$ cat config.mk
export PLATFORM = sky130hd
export DESIGN_NAME = ed25519_mul_ctrl
export DESIGN_NICKNAME = d
export VERILOG_FILES = /design/src/rtl/ed25519_ctrl_pkg.sv /design/src/rtl/ed25519_word_buf.sv /design/src/rtl/ed25519_mul_ctrl.sv
export SDC_FILE = /design/constraint.sdc
export NUM_CORES = 1
export LEC_CHECK = 0
export CAP_MARGIN = 10
export CELL_PAD_IN_SITES_DETAIL_PLACEMENT = 0
export CELL_PAD_IN_SITES_GLOBAL_PLACEMENT = 1
export CORE_AREA = 2 2 179 357
export CTS_BUF_LIST = sky130_fd_sc_hd__clkbuf_8
export DETAILED_ROUTE_END_ITERATION = 16
export DIE_AREA = 0 0 181 359
export PLACE_DENSITY = 0.85
export SYNTH_ARGS = -nofsm -noshare
export SYNTH_HDL_FRONTEND = slang
export SYNTH_SLANG_ARGS = --single-unit
$ cat constraint.sdc
create_clock -name clk -period 2.6 [get_ports clk]
set_clock_uncertainty 0.15 [all_clocks]
set_input_delay 0.52 -clock clk [delete_from_list [all_inputs] [get_ports clk]]
set_output_delay 0.52 -clock clk [all_outputs]
set_load 0.02 [all_outputs]
$ cat src/rtl/ed25519_ctrl_pkg.sv
// rtl/ed25519_ctrl_pkg.sv - shared register map, status bits and FSM states for the Ed25519 multiply sequencer
package ed25519_ctrl_pkg;

  localparam logic [4:0] ADDR_K0     = 5'h00;
  localparam logic [4:0] ADDR_QY0    = 5'h08;
  localparam logic [4:0] ADDR_CTRL   = 5'h10;
  localparam logic [4:0] ADDR_STATUS = 5'h11;
  localparam logic [4:0] ADDR_CYCLES = 5'h12;

  localparam int CTRL_START  = 0;
  localparam int CTRL_IRQ_EN = 1;

  localparam int ST_BUSY    = 0;
  localparam int ST_DONE    = 1;
  localparam int ST_TIMEOUT = 2;
  localparam int ST_ERR     = 3;

  typedef enum logic [1:0] {
    S_IDLE,
    S_FIRE,
    S_WAIT,
    S_DONE
  } state_t;

endpackage

$ cat src/rtl/ed25519_word_buf.sv
// rtl/ed25519_word_buf.sv - 8x32 register file, one write port, two asynchronous read ports
module ed25519_word_buf (
  input  logic        clk,
  input  logic        rst_n,
  input  logic        clr,
  input  logic        we,
  input  logic [2:0]  waddr,
  input  logic [31:0] wdata,
  input  logic [2:0]  raddr_a,
  output logic [31:0] rdata_a,
  input  logic [2:0]  raddr_b,
  output logic [31:0] rdata_b
);

  logic [31:0] mem [8];

  // clr empties the whole buffer in one cycle and beats a same-cycle write
  always_ff @(posedge clk or negedge rst_n) begin
    if (!rst_n) begin
      for (int i = 0; i < 8; i++) mem[i] <= '0;
    end else if (clr) begin
      for (int i = 0; i < 8; i++) mem[i] <= '0;
    end else if (we) begin
      mem[waddr] <= wdata;
    end
  end

  assign rdata_a = mem[raddr_a];
  assign rdata_b = mem[raddr_b];

endmodule

$ cat src/rtl/ed25519_mul_ctrl.sv
// rtl/ed25519_mul_ctrl.sv - host sequencer: scalar store, core start/complete handshake, result capture, registers
module ed25519_mul_ctrl
  import ed25519_ctrl_pkg::*;
#(
  parameter int TIMEOUT_W   = 24,
  parameter bit IRQ_DEFAULT = 1'b0
) (
  input  logic        clk,
  input  logic        rst_n,
  input  logic        h_wr,
  input  logic        h_rd,
  input  logic [4:0]  h_addr,
  input  logic [31:0] h_wdata,
  output logic [31:0] h_rdata,
  output logic        h_rvalid,
  output logic        irq,
  output logic        core_ena,
  input  logic        core_rdy,
  input  logic [2:0]  core_k_addr,
  output logic [31:0] core_k_din,
  input  logic [2:0]  core_qy_addr,
  input  logic        core_qy_wren,
  input  logic [31:0] core_qy_dout
);

  // cnt advances on the give-up cycle too, so it settles at all-ones on timeout
  localparam logic [TIMEOUT_W-1:0] CNT_LAST = ~TIMEOUT_W'(1);

  state_t state, state_n;

  logic                 busy, done, timeout, err, irq_en, rdy_q;
  logic [TIMEOUT_W-1:0] cnt;
  logic                 wr_k, wr_ctrl, wr_status, start_req, start_ok;
  logic                 rdy_rise, cnt_last, set_done, set_timeout, set_err;
  logic                 k_we, qy_we;
  logic [3:0]           w1c;
  logic [31:0]          k_host, qy_host, qy_unused, rd_mux;

  assign wr_k      = h_wr && (h_addr[4:3] == ADDR_K0[4:3]);
  assign wr_ctrl   = h_wr && (h_addr == ADDR_CTRL);
  assign wr_status = h_wr && (h_addr == ADDR_STATUS);
  assign start_req = wr_ctrl && h_wdata[CTRL_START];
  assign start_ok  = start_req && (state == S_IDLE);
  assign set_err   = busy && (wr_k || start_req);
  assign w1c       = wr_status ? h_wdata[3:0] : 4'b0000;
  assign rdy_rise  = core_rdy && !rdy_q;
  assign cnt_last  = (cnt == CNT_LAST);
  assign k_we      = wr_k && !busy;
  assign qy_we     = busy && core_qy_wren;

  ed25519_word_buf u_k_buf (
    .clk     (clk),
    .rst_n   (rst_n),
    .clr     (1'b0),
    .we      (k_we),
    .waddr   (h_addr[2:0]),
    .wdata   (h_wdata),
    .raddr_a (h_addr[2:0]),
    .rdata_a (k_host),
    .raddr_b (core_k_addr),
    .rdata_b (core_k_din)
  );

  ed25519_word_buf u_qy_buf (
    .clk     (clk),
    .rst_n   (rst_n),
    .clr     (start_ok),
    .we      (qy_we),
    .waddr   (core_qy_addr),
    .wdata   (core_qy_dout),
    .raddr_a (h_addr[2:0]),
    .rdata_a (qy_host),
    .raddr_b (core_qy_addr),
    .rdata_b (qy_unused)
  );

  always_ff @(posedge clk or negedge rst_n) begin
    if (!rst_n) state <= S_IDLE;
    else        state <= state_n;
  end

  always_comb begin
    state_n = state;
    case (state)
      S_IDLE:  if (start_ok) state_n = S_FIRE;
      S_FIRE:  state_n = S_WAIT;
      S_WAIT:  if (rdy_rise || cnt_last) state_n = S_DONE;
      S_DONE:  state_n = S_IDLE;
      default: state_n = S_IDLE;
    endcase
  end

  always_comb begin
    core_ena    = (state == S_FIRE);
    set_done    = (state == S_DONE);
    set_timeout = (state == S_WAIT) && !rdy_rise && cnt_last;
  end

  // hardware set of done/timeout wins over a same-cycle host clear
  always_ff @(posedge clk or negedge rst_n) begin
    if (!rst_n) begin
      busy    <= 1'b0;
      done    <= 1'b0;
      timeout <= 1'b0;
      err     <= 1'b0;
      irq_en  <= IRQ_DEFAULT;
      rdy_q   <= 1'b0;
      cnt     <= '0;
      irq     <= 1'b0;
    end else begin
      if (start_ok)      busy <= 1'b1;
      else if (set_done) busy <= 1'b0;
      done    <= set_done    | (done    & ~w1c[ST_DONE]    & ~start_ok);
      timeout <= set_timeout | (timeout & ~w1c[ST_TIMEOUT] & ~start_ok);
      err     <= set_err     | (err     & ~w1c[ST_ERR]);
      if (wr_ctrl) irq_en <= h_wdata[CTRL_IRQ_EN];
      rdy_q <= (state == S_FIRE) ? 1'b0 : core_rdy;
      if (start_ok)              cnt <= '0;
      else if (state == S_WAIT)  cnt <= cnt + TIMEOUT_W'(1);
      irq <= done & irq_en;
    end
  end

  always_comb begin
    rd_mux = '0;
    if (h_addr[4:3] == ADDR_K0[4:3]) begin
      rd_mux = k_host;
    end else if (h_addr[4:3] == ADDR_QY0[4:3]) begin
      rd_mux = qy_host;
    end else begin
      case (h_addr)
        ADDR_CTRL:   rd_mux[CTRL_IRQ_EN] = irq_en;
        ADDR_STATUS: begin
          rd_mux[ST_BUSY]    = busy;
          rd_mux[ST_DONE]    = done;
          rd_mux[ST_TIMEOUT] = timeout;
          rd_mux[ST_ERR]     = err;
        end
        ADDR_CYCLES: rd_mux = 32'(cnt);
        default:     rd_mux = '0;
      endcase
    end
  end

  always_ff @(posedge clk or negedge rst_n) begin
    if (!rst_n) begin
      h_rdata  <= '0;
      h_rvalid <= 1'b0;
    end else begin
      h_rvalid <= h_rd;
      h_rdata  <= h_rd ? rd_mux : '0;
    end
  end

endmodule

==> impl_metrics.toml <==
[die]
rows = 130
design.core.area_um2 = 62500
dieArea_um2 = 65000
die_y_um = 359
ios = 148
start_util_pct = 45.6
die_x_um = 181

[worst_setup_path]
r2r_start = "state[0]"
cp-end-kind = "primary output"
r2r_cells = 6
worstReg2RegEnd = "cnt[16]"
startpoint = "u_k_buf.mem[153]"
cp.arrival_ns = 2.02
critPathKind = "flip-flop to primary output"
rrSetupSlack_ns = 0.23
cp-endpoint = "core_k_din[25]"
cp.required_ns = 1.93
start_kind = "flip-flop"
path_max_fanout = 3

[detailed_routing]
via_count = 21500
finalWirelength_um = 86100
drc = 0
via_per_inst = 5.98
drt_iter0_drc = 1796
dr.pass1.iters = 5
wl_per_cell_um = 24.0
drtAntennaViolNets = 0

[final_layout]
nNetsFinal = 2812
drive_gt1_share_pct = 33.9
final_common_cell = "dfrtp_1"
final_cell_mix = "dfrtp_1, nand2_1, a21oi_1"
areaGrowthSynthToFinish_pct = 22.4
fin_util_pct = 55.8
finalNonFillerCells = 3588

[clocking]
clk_latency_ns = 0.70
cts_root_buffer = "clkbuf_8"
clk_pin_slew_ns = 0.07
clock_path_buffers = 3
cts_tree = "yes"
numCtsBuffers = 88
htreeDepth = 3
cts.sinks = 578

[grt]
antenna_found_initial = 3
grt_max_degree = 85
gr-usage-all-layers_pct = 26.6
grt_overflow_total = 0
first_global_vias = 22100
grt_first_pass_wirelength_um = 133000

[synthesis]
yosys.area.top_type = "dfrtp_1"
ys_seq_area_share_pct = 50.8
synthCells = 2451
avgSynthCellArea_um2 = 11.6
async_flop_share_pct = 100
netlist_area_um2 = 28500
synth_seq_cells = 578
synth_cell_type_count = 58
synth_edf_count = 0
synth_ff_type = "dfrtp_1"
synth_top_area_share_pct = 50.8
synth_nets = 2539
synth_area_leaders = "dfrtp_1, mux4_2, mux2_2"
ys_warn_count = 0

[place]
numPortBuffers = 147
globalplace.congestion = 0.837
hpwl_um = 53900
dp.cells = 3334

[run]
drv_cap = 0

[timing]
tightest_slew_ns = 0.617
hold_viol = 0
tns_ns = -1.41
fin_crit_ns = 2.69
setup_ws_ns = -0.0893
max_freq_ghz = 0.372
max_slew_margin_pct = 57.8
drv_slew = 0
period_share_pct = 103
rsz0062_at_grt = "yes"
whs_ns = 0.156
setup_viol = 32

[power]
irDropWorstVdd_mv = 0.566
leakage_nw = 15.6
power.density_nw_per_um2 = 783
p_total_mw = 27.3

[run_status]
status = "finished, violations left"
violations = "negative setup slack"

[min_path]
hp-class = "primary input to asynchronous set/reset pin"
## worst max-delay path, cell delays in order (launching register included)
cell	delay, ns
dfrtp_1	0.40
mux4_2	0.48
mux2_4	0.31
buf_6	0.14
## kinds of logic (layout without fill, tap and decap cells)
logic type	Yosys count	after routing	synth area share, %
flops	578	578	50.8
xor+xnor	10	10	0.307
simple gates	684	684	9.81
compound gates	412	412	8.09
fa+ha+maj	7	7	0.307
buf+inv	234	575	3.55
mux	526	526	27.2
other cells	0	4	0
## flip-flops by register name, summed over array words and instances (netlist names), 2 cells and up
| signal | flops |
|---|---|
| cnt | 24 |
| h_rdata | 32 |
| u_k_buf.mem | 256 |
| state | 2 |
| u_qy_buf.mem | 256 |
## synthesized netlist by cell type (3+ instances only)
cell,count
a311oi_1,14
or2_2,9
clkbuf_1,109
a21o_1,3
a22o_1,3
clkbuf_2,31
a31oi_1,4
a211oi_1,6
xor2_1,5
nor2b_1,3
ha_1,7
dfrtp_1,578
and3_1,4
a22oi_1,12
nor4_1,5
and2_1,3
buf_2,57
a221oi_1,4
o31ai_1,6
nor3_1,8
o221ai_1,4
xnor2_1,5
a21oi_1,298
a2111oi_0,4
mux2i_1,51
buf_1,21
o21a_1,3
mux2_2,308
nand4_1,3
o21ai_0,19
nand2b_1,8
nor2_1,25
buf_4,4
nand3_1,13
or3_1,6
mux4_2,167
nand2_1,578
or4_1,7
inv_1,10
o22ai_1,26
## metrics by stage
stage | setup slack, ns | cell area [um2]
3_5_place_dp | -0.409 | 32100
6_report | -0.0893 | 34900
2_1_floorplan | 0.116 | 28500
4_1_cts | -0.128 | 34700
5_1_grt | -0.129 | 34900
3_3_place_gp | -0.403 | 32100
## routing by layer
layer	share of wire (%)	GRT usage [%]	vias to the layer above
met4	5.3	13.6	0
met2	48	42.8	925
met5	0	0	-
met3	7.5	4.61	190
met1	39	34.8	11000
li1	-	-	9297
## how the worst min path moves through the flow
stage	start	end	cells after the start
finish	rst_n	u_qy_buf.mem[35]	2
global route	rst_n	u_qy_buf.mem[67]	2
CTS	rst_n	u_qy_buf.mem[192]	2
detailed placement	rst_n	u_qy_buf.mem[35]	1
global placement	rst_n	u_qy_buf.mem[35]	1
floorplan	rst_n	busy	0
## what timing repair did
action                                  4_1_cts  5_1_grt
buffers inserted                             68       23
hold endpoints to repair                    358        0
endpoints found under the setup margin       33       32
resized for setup                           227        4
hold buffers                                  1        0
## report_power, final
| group | switching, mW | internal, mW | leakage (nW) |
|---|---|---|---|
| Clock | 3.78 | 4.53 | 1.07 |
| Sequential | 1.31 | 11.1 | 7.60 |
| Combinational | 2.85 | 3.80 | 6.88 |
| Total | 7.94 | 19.4 | 15.6 |
## area by class of cell
cell class	instances	area, um2
Fill cell	5140	27600
Sequential cell	578	14500
Multi-Input combinational cell	1639	13200
Timing Repair Buffer	406	4260
Clock buffer	106	1460
Tap cell	792	991
Clock inverter	52	468
Inverter	11	41.3
Antenna cell	4	10.0
Note: power is estimated with default switching activity, not from simulation.
